### src/rtl/baccarat_pkg.sv
// Shared types and card arithmetic for the multi-seat baccarat round engine.
package baccarat_pkg;

  typedef enum logic [2:0] {
    StIdle,
    StDeal,
    StNat,
    StSeat3,
    StDealer3,
    StResolve,
    StDone
  } state_e;

  typedef enum logic [1:0] {
    ResNone = 2'd0,
    ResWin  = 2'd1,
    ResLose = 2'd2,
    ResTie  = 2'd3
  } result_e;

  function automatic logic [3:0] card_value(input logic [3:0] rank);
    return (rank <= 4'd9) ? rank : 4'd0;
  endfunction

  function automatic logic [3:0] add_mod10(input logic [3:0] score, input logic [3:0] value);
    logic [4:0] sum;
    sum = {1'b0, score} + {1'b0, value};
    return (sum >= 5'd10) ? 4'(sum - 5'd10) : sum[3:0];
  endfunction

  // p is the value of the third card taken by seat 0, meaningful only when seat0_drew.
  function automatic logic dealer_draws(input logic [3:0] dscore, input logic seat0_drew,
                                        input logic [3:0] p);
    logic draw;
    if (!seat0_drew) begin
      draw = (dscore <= 4'd5);
    end else begin
      case (dscore)
        4'd0, 4'd1, 4'd2: draw = 1'b1;
        4'd3:             draw = (p != 4'd8);
        4'd4:             draw = (p >= 4'd2) && (p <= 4'd7);
        4'd5:             draw = (p >= 4'd4) && (p <= 4'd7);
        4'd6:             draw = (p >= 4'd6) && (p <= 4'd7);
        default:          draw = 1'b0;
      endcase
    end
    return draw;
  endfunction

endpackage

### src/rtl/baccarat_hand.sv
// One baccarat hand: running mod-10 score, two-card natural flag and third-card value.
module baccarat_hand
  import baccarat_pkg::*;
(
  input  logic       fast_clock,
  input  logic       resetb,
  input  logic       clear,
  input  logic       load,
  input  logic [3:0] rank,
  output logic [3:0] score,
  output logic       natural,
  output logic       drew,
  output logic [3:0] third
);

  logic [1:0] count;
  logic [3:0] value;
  logic [3:0] next_score;

  assign value      = card_value(rank);
  assign next_score = add_mod10(score, value);

  always_ff @(posedge fast_clock or negedge resetb) begin
    if (!resetb) begin
      score   <= 4'd0;
      natural <= 1'b0;
      drew    <= 1'b0;
      third   <= 4'd0;
      count   <= 2'd0;
    end else if (clear) begin
      score   <= 4'd0;
      natural <= 1'b0;
      drew    <= 1'b0;
      third   <= 4'd0;
      count   <= 2'd0;
    end else if (load) begin
      score <= next_score;
      if (count != 2'd3) count <= count + 2'd1;
      if (count == 2'd1) natural <= (next_score >= 4'd8);
      if (count == 2'd2) begin
        drew  <= 1'b1;
        third <= value;
      end
    end
  end

endmodule

### src/rtl/baccarat_table.sv
// Multi-seat baccarat round engine: deals seats plus dealer, applies third-card rules,
// resolves each seat against the dealer and keeps saturating outcome tallies.
module baccarat_table
  import baccarat_pkg::*;
#(
  parameter int unsigned NUM_SEATS = 1,
  parameter int unsigned TALLY_W   = 8
) (
  input  logic                   fast_clock,
  input  logic                   resetb,
  input  logic                   start,
  output logic                   card_req,
  input  logic                   card_valid,
  input  logic [3:0]             card_in,
  output logic [4*NUM_SEATS-1:0] seat_score,
  output logic [3:0]             dscore,
  output logic [2*NUM_SEATS-1:0] seat_result,
  output logic                   round_done,
  output logic                   busy,
  output logic [TALLY_W-1:0]     player_tally,
  output logic [TALLY_W-1:0]     dealer_tally,
  output logic [TALLY_W-1:0]     tie_tally
);

  localparam int unsigned NumHands = NUM_SEATS + 1;
  localparam int unsigned NumDeal  = 2 * NumHands;
  localparam int unsigned IdxW     = $clog2(NumDeal);
  localparam int unsigned SeatW    = (NUM_SEATS > 1) ? $clog2(NUM_SEATS) : 1;

  state_e                 state;
  logic [IdxW-1:0]        deal_idx;
  logic [IdxW-1:0]        deal_hand;
  logic [SeatW-1:0]       seat;
  logic                   transfer;
  logic                   clear;
  logic                   last_seat;
  logic                   nat;
  logic                   dealer_draw;
  logic [NUM_SEATS-1:0]   seat_stands;
  logic [3:0]             score_h   [NumHands];
  logic                   natural_h [NumHands];
  logic                   drew_h    [NumHands];
  logic [3:0]             third_h   [NumHands];
  logic [2*NUM_SEATS-1:0] result_next;
  logic [2:0]             n_win, n_lose, n_tie;

  assign transfer    = card_req && card_valid;
  assign clear       = start && ((state == StIdle) || (state == StDone));
  assign busy        = (state != StIdle) && (state != StDone);
  // Dealing runs round-robin over seats then dealer, twice.
  assign deal_hand   = (deal_idx < IdxW'(NumHands)) ? deal_idx : deal_idx - IdxW'(NumHands);
  assign last_seat   = (seat == SeatW'(NUM_SEATS - 1));
  assign nat         = natural_h[0] || natural_h[NUM_SEATS];
  assign dealer_draw = dealer_draws(score_h[NUM_SEATS], drew_h[0], third_h[0]);
  assign dscore      = score_h[NUM_SEATS];

  for (genvar h = 0; h < NumHands; h++) begin : g_hand
    logic sel;
    if (h < NUM_SEATS) begin : g_seat
      assign sel = ((state == StDeal) && (deal_hand == IdxW'(h))) ||
                   ((state == StSeat3) && (seat == SeatW'(h)));
      assign seat_score[4*h +: 4] = score_h[h];
      assign seat_stands[h]       = (score_h[h] >= 4'd6) || natural_h[h];
    end else begin : g_dealer
      assign sel = ((state == StDeal) && (deal_hand == IdxW'(h))) || (state == StDealer3);
    end

    baccarat_hand u_hand (
      .fast_clock (fast_clock),
      .resetb     (resetb),
      .clear      (clear),
      .load       (transfer && sel),
      .rank       (card_in),
      .score      (score_h[h]),
      .natural    (natural_h[h]),
      .drew       (drew_h[h]),
      .third      (third_h[h])
    );
  end

  always_comb begin
    result_next = '0;
    n_win       = 3'd0;
    n_lose      = 3'd0;
    n_tie       = 3'd0;
    for (int s = 0; s < NUM_SEATS; s++) begin
      if (score_h[s] > dscore) begin
        result_next[2*s +: 2] = ResWin;
        n_win = n_win + 3'd1;
      end else if (score_h[s] < dscore) begin
        result_next[2*s +: 2] = ResLose;
        n_lose = n_lose + 3'd1;
      end else begin
        result_next[2*s +: 2] = ResTie;
        n_tie = n_tie + 3'd1;
      end
    end
  end

  function automatic logic [TALLY_W-1:0] sat_add(input logic [TALLY_W-1:0] a,
                                                 input logic [2:0] b);
    logic [TALLY_W+2:0] sum;
    sum = {3'b000, a} + {{TALLY_W{1'b0}}, b};
    return (sum > {3'b000, {TALLY_W{1'b1}}}) ? {TALLY_W{1'b1}} : sum[TALLY_W-1:0];
  endfunction

  // In SEAT3/DEALER3 card_req low marks the decision cycle, high the wait for the card.
  always_ff @(posedge fast_clock or negedge resetb) begin
    if (!resetb) begin
      state        <= StIdle;
      card_req     <= 1'b0;
      round_done   <= 1'b0;
      deal_idx     <= '0;
      seat         <= '0;
      seat_result  <= '0;
      player_tally <= '0;
      dealer_tally <= '0;
      tie_tally    <= '0;
    end else begin
      round_done <= 1'b0;
      case (state)
        StIdle, StDone: begin
          if (start) begin
            state       <= StDeal;
            card_req    <= 1'b1;
            deal_idx    <= '0;
            seat_result <= '0;
          end
        end
        StDeal: begin
          if (transfer) begin
            if (deal_idx == IdxW'(NumDeal - 1)) begin
              card_req <= 1'b0;
              state    <= StNat;
            end else begin
              deal_idx <= deal_idx + 1'b1;
            end
          end
        end
        StNat: begin
          seat  <= '0;
          state <= nat ? StResolve : StSeat3;
        end
        StSeat3: begin
          if (!card_req) begin
            if (seat_stands[seat]) begin
              if (last_seat) state <= StDealer3;
              else seat <= seat + 1'b1;
            end else begin
              card_req <= 1'b1;
            end
          end else if (transfer) begin
            card_req <= 1'b0;
            if (last_seat) state <= StDealer3;
            else seat <= seat + 1'b1;
          end
        end
        StDealer3: begin
          if (!card_req) begin
            if (dealer_draw) card_req <= 1'b1;
            else state <= StResolve;
          end else if (transfer) begin
            card_req <= 1'b0;
            state    <= StResolve;
          end
        end
        StResolve: begin
          seat_result  <= result_next;
          player_tally <= sat_add(player_tally, n_win);
          dealer_tally <= sat_add(dealer_tally, n_lose);
          tie_tally    <= sat_add(tie_tally, n_tie);
          round_done   <= 1'b1;
          state        <= StDone;
        end
        default: begin
          state    <= StIdle;
          card_req <= 1'b0;
        end
      endcase
    end
  end

endmodule
### config.mk
export PLATFORM = sky130hd
export DESIGN_NAME = baccarat_table
export DESIGN_NICKNAME = d
export VERILOG_FILES = /design/src/rtl/baccarat_pkg.sv /design/src/rtl/baccarat_hand.sv /design/src/rtl/baccarat_table.sv
export SDC_FILE = /design/constraint.sdc
export NUM_CORES = 1
export LEC_CHECK = 0
export CAP_MARGIN = 20
export CORE_AREA = 2 2 82 143
export DETAILED_ROUTE_END_ITERATION = 7
export DIE_AREA = 0 0 84 145
export SKIP_CTS_REPAIR_TIMING = 1
export SLEW_MARGIN = 5
export SYNTH_ARGS = -nofsm -noshare
export SYNTH_HDL_FRONTEND = slang
export SYNTH_SLANG_ARGS = --single-unit
export TNS_END_PERCENT = 5
### constraint.sdc
create_clock -name fast_clock -period 3.3 [get_ports fast_clock]
set_clock_uncertainty 0.2 [all_clocks]
set_input_delay 0.33 -clock fast_clock [delete_from_list [all_inputs] [get_ports fast_clock]]
set_output_delay 0.33 -clock fast_clock [all_outputs]
set_load 0.05 [all_outputs]
# Word level (Yosys, flattened, before mapping)
# Cells that the tools add are included.
[classes]
add_sub_neg = 12
multipliers = 0
div_mod_pow = 0
order_cmp = 18
n_eq_ne = 29
n_shift = 0
n_mux = 71
bitwise = 2
n_reduce_logical = 43
[op_table]
columns = ["cell", "count"]
rows = [
  ["$mux W4", 10],
  ["$mux W3", 11],
  ["$mux W1", 30],
  ["$add A8 B3 Y9", 3],
  ["$gt A9 B8 Y1 const B", 3],
  ["$mux W8", 3],
  ["$mux W2", 11],
  ["$reduce_bool A2 Y1", 10],
  ["$pmux W3 S6", 1],
  ["$eq A4 B3 Y1 const B", 3],
  ["$ge A4 B3 Y1 const B", 3],
  ["$ne A3 B3 Y1 const B", 4],
  ["$reduce_and A2 Y1", 6],
  ["$logic_and A1 B1 Y1", 11],
  ["$add A4 B4 Y5", 2],
  ["$ge A5 B4 Y1 const B", 2],
  ["$ne A2 B2 Y1 const B", 5],
  ["$pmux W1 S5", 2],
  ["$eq A3 B3 Y1 const B", 3],
  ["$eq A4 B2 Y1 const B", 2],
  ["$ge A4 B4 Y1 const B", 2],
  ["$le A4 B3 Y1 const B", 2],
  ["$pmux W2 S2", 2],
  ["$reduce_and A4 Y1", 2],
  ["other kinds (29)", 42],
]
[word_totals]
regBits = 53
latchBits = 0
ramBits = 0
rom_bits = 0
output_inout_bits = 37
wordCells = 192
memories = 0

# Longest topological paths before layout
[depth]
depth_word = 9
ltp_mapped = 14
mapped_depth_nobuf = 14

# Cells and area by module
# A second synthesis with hierarchy kept.
[unflattened]
cells_unflattened = 390
hier_area_um2 = 3527.1
[by_module_without_submodules]
columns = ["mod", "instances", "cells_per_inst", "area_per_inst_um2"]
rows = [
  ["baccarat_table", 1, 217, 1893.1],
  ["baccarat_hand (g_hand[0].u_hand)", 1, 87, 824.5],
  ["baccarat_hand (g_hand[1].u_hand)", 1, 86, 809.5],
]

# Worst setup path after synthesis
# No wires, ideal clock.
[synth_timing]
kind = "flip-flop to flip-flop"
from = "register g_hand[1].u_hand.score[1]"
to = "register dealer_tally[6]"
setup_ns = 0.125
t_arrival_ns = 2.639
required_ns = 2.975
path_slack_ns = 0.336
path_stages_with_launch = 14
path_cell_list = "dfrtp_1 inv_1 ha_1 nor2b_1 o21a_1 o21ai_0 and2_1 ha_1 ha_1 nand2_1 nor2_1 nand4_1 nor3_1 a21oi_1"
[synth_via]
elab_chain_cells = 6
[synth_lines]
columns = ["element", "line", "text"]
rows = [
  ["start: declaration", "baccarat_hand.sv:10", "output logic [3:0] score,"],
  ["start signal: assignment", "baccarat_hand.sv:37", "score <= next_score;"],
  ["$lt A4 B4 Y1", "baccarat_table.sv:90", "end else if (score_h[s] < dscore) begin"],
  ["$mux W1", "baccarat_table.sv:90", ""],
  ["$mux W1 *", "baccarat_table.sv:87", "if (score_h[s] > dscore) begin"],
  ["$add A8 B3 Y9 *", "baccarat_table.sv:103", "sum = {3'b000, a} + {{TALLY_W{1'b0}}, b};"],
  ["$gt A9 B8 Y1", "baccarat_table.sv:104", "return (sum > {3'b000, {TALLY_W{1'b1}}}) ? {TALLY_W{1'b1}} : sum[TALLY_W-1:0];"],
  ["$mux W8 *", "baccarat_table.sv:104", ""],
  ["end signal: assignment", "baccarat_table.sv:170", "dealer_tally <= sat_add(dealer_tally, n_lose);"],
  ["end: declaration", "baccarat_table.sv:21", "output logic [TALLY_W-1:0] dealer_tally,"],
]
# Every way passes the cells marked *; elsewhere a longest branch is shown, timed or not.
# A chain may end at the register's enable or synchronous reset.

# Final worst setup path
[layout_timing]
from = "input card_in[3]"
to = "register g_hand[0].u_hand.score[2]"
[layout_via]
elab_chain_cells = 7
[layout_lines]
columns = ["element", "line", "text"]
rows = [
  ["start: declaration", "baccarat_table.sv:14", "input logic [3:0] card_in,"],
  ["$le A4 B4 Y1", "baccarat_pkg.sv:22", "return (rank <= 4'd9) ? rank : 4'd0;"],
  ["$mux W4 *", "baccarat_pkg.sv:22", ""],
  ["$add A4 B4 Y5 *", "baccarat_pkg.sv:27", "sum = {1'b0, score} + {1'b0, value};"],
  ["$sub A4 B4 Y4 / $ge A5 B4 Y1 (equally long branches)", "baccarat_pkg.sv:28", "return (sum >= 5'd10) ? 4'(sum - 5'd10) : sum[3:0];"],
  ["$mux W4 *", "baccarat_pkg.sv:28", ""],
  ["$mux W4 *", "baccarat_hand.sv:36", "end else if (load) begin"],
  ["$mux W4 *", "baccarat_hand.sv:30", "end else if (clear) begin"],
  ["end signal: assignment", "baccarat_hand.sv:37", ""],
  ["end: declaration", "baccarat_hand.sv:10", ""],
]
# Every way passes the cells marked *; elsewhere a longest branch is shown, timed or not. The select of a mux whose other input is x is not followed.

==> results.json <==
{
  "drt-initial-drc-count": 159,
  "final-hold-violation-count": 0,
  "setup_viol_count_final": 0,
  "p_total_w": 0.00367,
  "slew_headroom_pct": 60.4,
  "crit_top_cell": "ha_1",
  "leakagePower_nw": 1.83,
  "area_delta_synth_final_pct": 27.1,
  "start_util_pct": 29.3,
  "routed_via_density": 5.16,
  "timing.critical_path.from": "card_in[3]",
  "rows": 51,
  "drv_cap": 0,
  "cts.clk_slew.worst_paths_ns": 0.07,
  "port_buffers": 44,
  "wl_met2_um": 4070,
  "cp_cell_sequence": "clkdlybuf4s50_1 -> o21ai_0 -> and2_1 -> ha_1 -> ha_1 -> nor2_1 -> xor2_1 -> ha_1 -> a21boi_0 -> mux2_4 -> or2_1 -> a311o_1",
  "min_path_type": "primary input to asynchronous set/reset pin",
  "clock_latency_ns": 0.29,
  "fp.dieW_um": 84,
  "cp-start-kind": "primary input",
  "grt_max_degree": 28,
  "nets": 446,
  "period_needed_ns": 3.08,
  "reg2reg_from": "g_hand[0].u_hand.score[1]",
  "place.detailed.hpwl_um": 5990,
  "grt_pass1_wl_um": 13400,
  "outcome": "finished, final reports clean",
  "ys_ff_latch": 52,
  "cts_tree": "built",
  "cts.path.max_buffers": 2,
  "grt_antenna_before_repair": 0,
  "drt-total-wl_um": 7620,
  "critical_path_arrival_ns": 3.06,
  "critPathTopFamily": "adder cells",
  "yosys_warnings": 0,
  "firstDrtPassIters": 4,
  "core_area_um2": 11000,
  "cts_buffers": 5,
  "power_density_nw_per_um2": 891,
  "critPathRequiredTime_ns": 3.28,
  "rsz0062_at_grt": "false",
  "end_kind": "flip-flop",
  "dieArea_um2": 12200,
  "wl_met3_um": 207,
  "path_class": "primary input to flip-flop",
  "slew_viol_final": 0,
  "grt_util_all_layers_pct": 13.3,
  "postLayoutCoreUtil_pct": 37.3,
  "n_antenna_cell": 0,
  "htreeDepth": 2,
  "slowest_stage": "clkdlybuf4s50_1",
  "slowest_delay_ns": 0.49,
  "post_synth.cell_area_avg_um2": 9.28,
  "ys.flop_type": "dfrtp_1",
  "yosysTopAreaCellShare_pct": 40.2,
  "overflow": 0,
  "synthCells": 349,
  "cts_root_buf": "clkbuf_16",
  "async_flop_share_pct": 100,
  "crit_fanout": 4,
  "ir_worst_vdd_uv": 618,
  "wl_per_cell_um": 14.0,
  "drive_above_1_share_pct": 9.95,
  "syn-num-nets": 384,
  "tightest_slew_ns": 0.579,
  "drc": 0,
  "dieHeight_um": 145,
  "max_freq_mhz": 325,
  "num_vias": 2808,
  "dr.max_layer_used": "met4",
  "yosysTopAreaCell": "dfrtp_1",
  "yosysSeqAreaShare_pct": 40.2,
  "cts.sinks": 52,
  "ios": 45,
  "ant_nets": 0,
  "synth.distinct_cells": 58,
  "grt_pass1_vias": 2842,
  "worst-path-buf-inv": 1,
  "routabilityCongestion": 0.844,
  "min_period_over_period_pct": 93.3,
  "syn-cell-area_um2": 3240,
  "synth_edf_count": 0,
  "synthTopCellsByArea": "dfrtp_1, ha_1, nand2_1",
  "wl_met1_um": 3090
}
cell usage in the layout, fill, tap and decap left out, types with 8 or more instances in the layout:
cell type / Yosys / final
ha_1: 27 / 27
dfrtp_1: 52 / 52
clkdlybuf4s50_1: 0 / 43
nand2_1: 34 / 34
nand3_1: 18 / 18
o21ai_0: 13 / 13
a21oi_1: 20 / 20
xnor2_1: 9 / 9
nor2_1: 33 / 33
inv_1: 21 / 21
buf_4: 0 / 18
nor3_1: 10 / 10
xor2_1: 8 / 8
routing by layer:
layer | vias to the layer above | GRT usage (%)
li1 | 1391 | -
met5 | - | 0
met4 | 0 | 6.21
met3 | 19 | 1.71
met1 | 1333 | 15.0
met2 | 65 | 24.2
cell families (layout without fill, tap and decap cells):
kind of cell	after synthesis	count (layout)	share of synthesized area, %
XOR/XNOR	17	17	4.60
multiplexers	6	6	2.13
flip-flops	52	52	40.2
adder cells (fa/ha/maj)	27	27	10.4
AND/OR/NAND/NOR	142	142	22.7
AO/OA/AOI/OAI	75	75	16.3
buffers and inverters	30	93	3.67
registers in the layout (all words and copies together) (netlist names), 2 cells and up:
signal and count:
deal_idx 2, g_hand.u_hand.natural 2, g_hand.u_hand.score 8, g_hand.u_hand.third 4, dealer_tally 8, tie_tally 8, player_tally 8, state 3
g_hand.u_hand.count 4, seat_result 2
power by group:
part	switching [W]	internal [W]	leakage (nW)
registers	0.000257	0.000820	0.691
clock network	0.000228	0.000361	0.0815
logic	0.00120	0.000803	1.05
total	0.00168	0.00198	1.83
cell usage after synthesis (all sizes together) (3+ instances only):
library cell,count
a211oi,6
a21oi,20
a311oi,3
a31oi,6
a32o,4
and4,6
buf,4
clkbuf,4
dfrtp,52
ha,27
inv,22
mux2,4
nand2,35
nand2b,4
nand3,18
nand4,4
nand4b,3
nor2,33
nor2b,5
nor3,10
nor3b,3
o211ai,5
o21ai,13
o22ai,3
or2,4
or4,3
xnor2,9
xor2,8
path summary, 6_finish.rpt:
check | endpoint | slack (ns) | depth (start not counted)
min in group fast_clock | deal_idx[1] | 0.31 | 1
max | g_hand[0].u_hand.score[2] | 0.22 | 12
min | g_hand[1].u_hand.score[0] | 0.27 | 2
max reg2reg | g_hand[0].u_hand.score[2] | 0.40 | 10
min reg2reg | deal_idx[1] | 0.31 | 1
max in group asynchronous | dealer_tally[6] | 1.98 | 3
area by class of cell:
type / instances / area [um2]
clock inverter: 2 / 38.8
sequential: 52 / 1300
inverter: 22 / 82.6
timing repair buffer: 63 / 581
tap: 132 / 165
clock buffer: 6 / 129
multi-input combinational: 267 / 1820
fill: 1120 / 6920
through the flow:
stage          area [um2]  instances  hold WS, ns  setup TNS [ns]  worst slack, ns
5_1_grt              4120        544        0.305               0           0.0809
6_report             4120        544        0.268               0            0.220
3_5_place_dp         3940        535       0.0576          -0.136           -0.108
3_3_place_gp         3940        535       0.0503               0           0.0160
4_1_cts              4110        543       -0.258               0            0.218
2_1_floorplan        3240        349       -0.166               0            0.336
(Power assumes the default switching activity.)
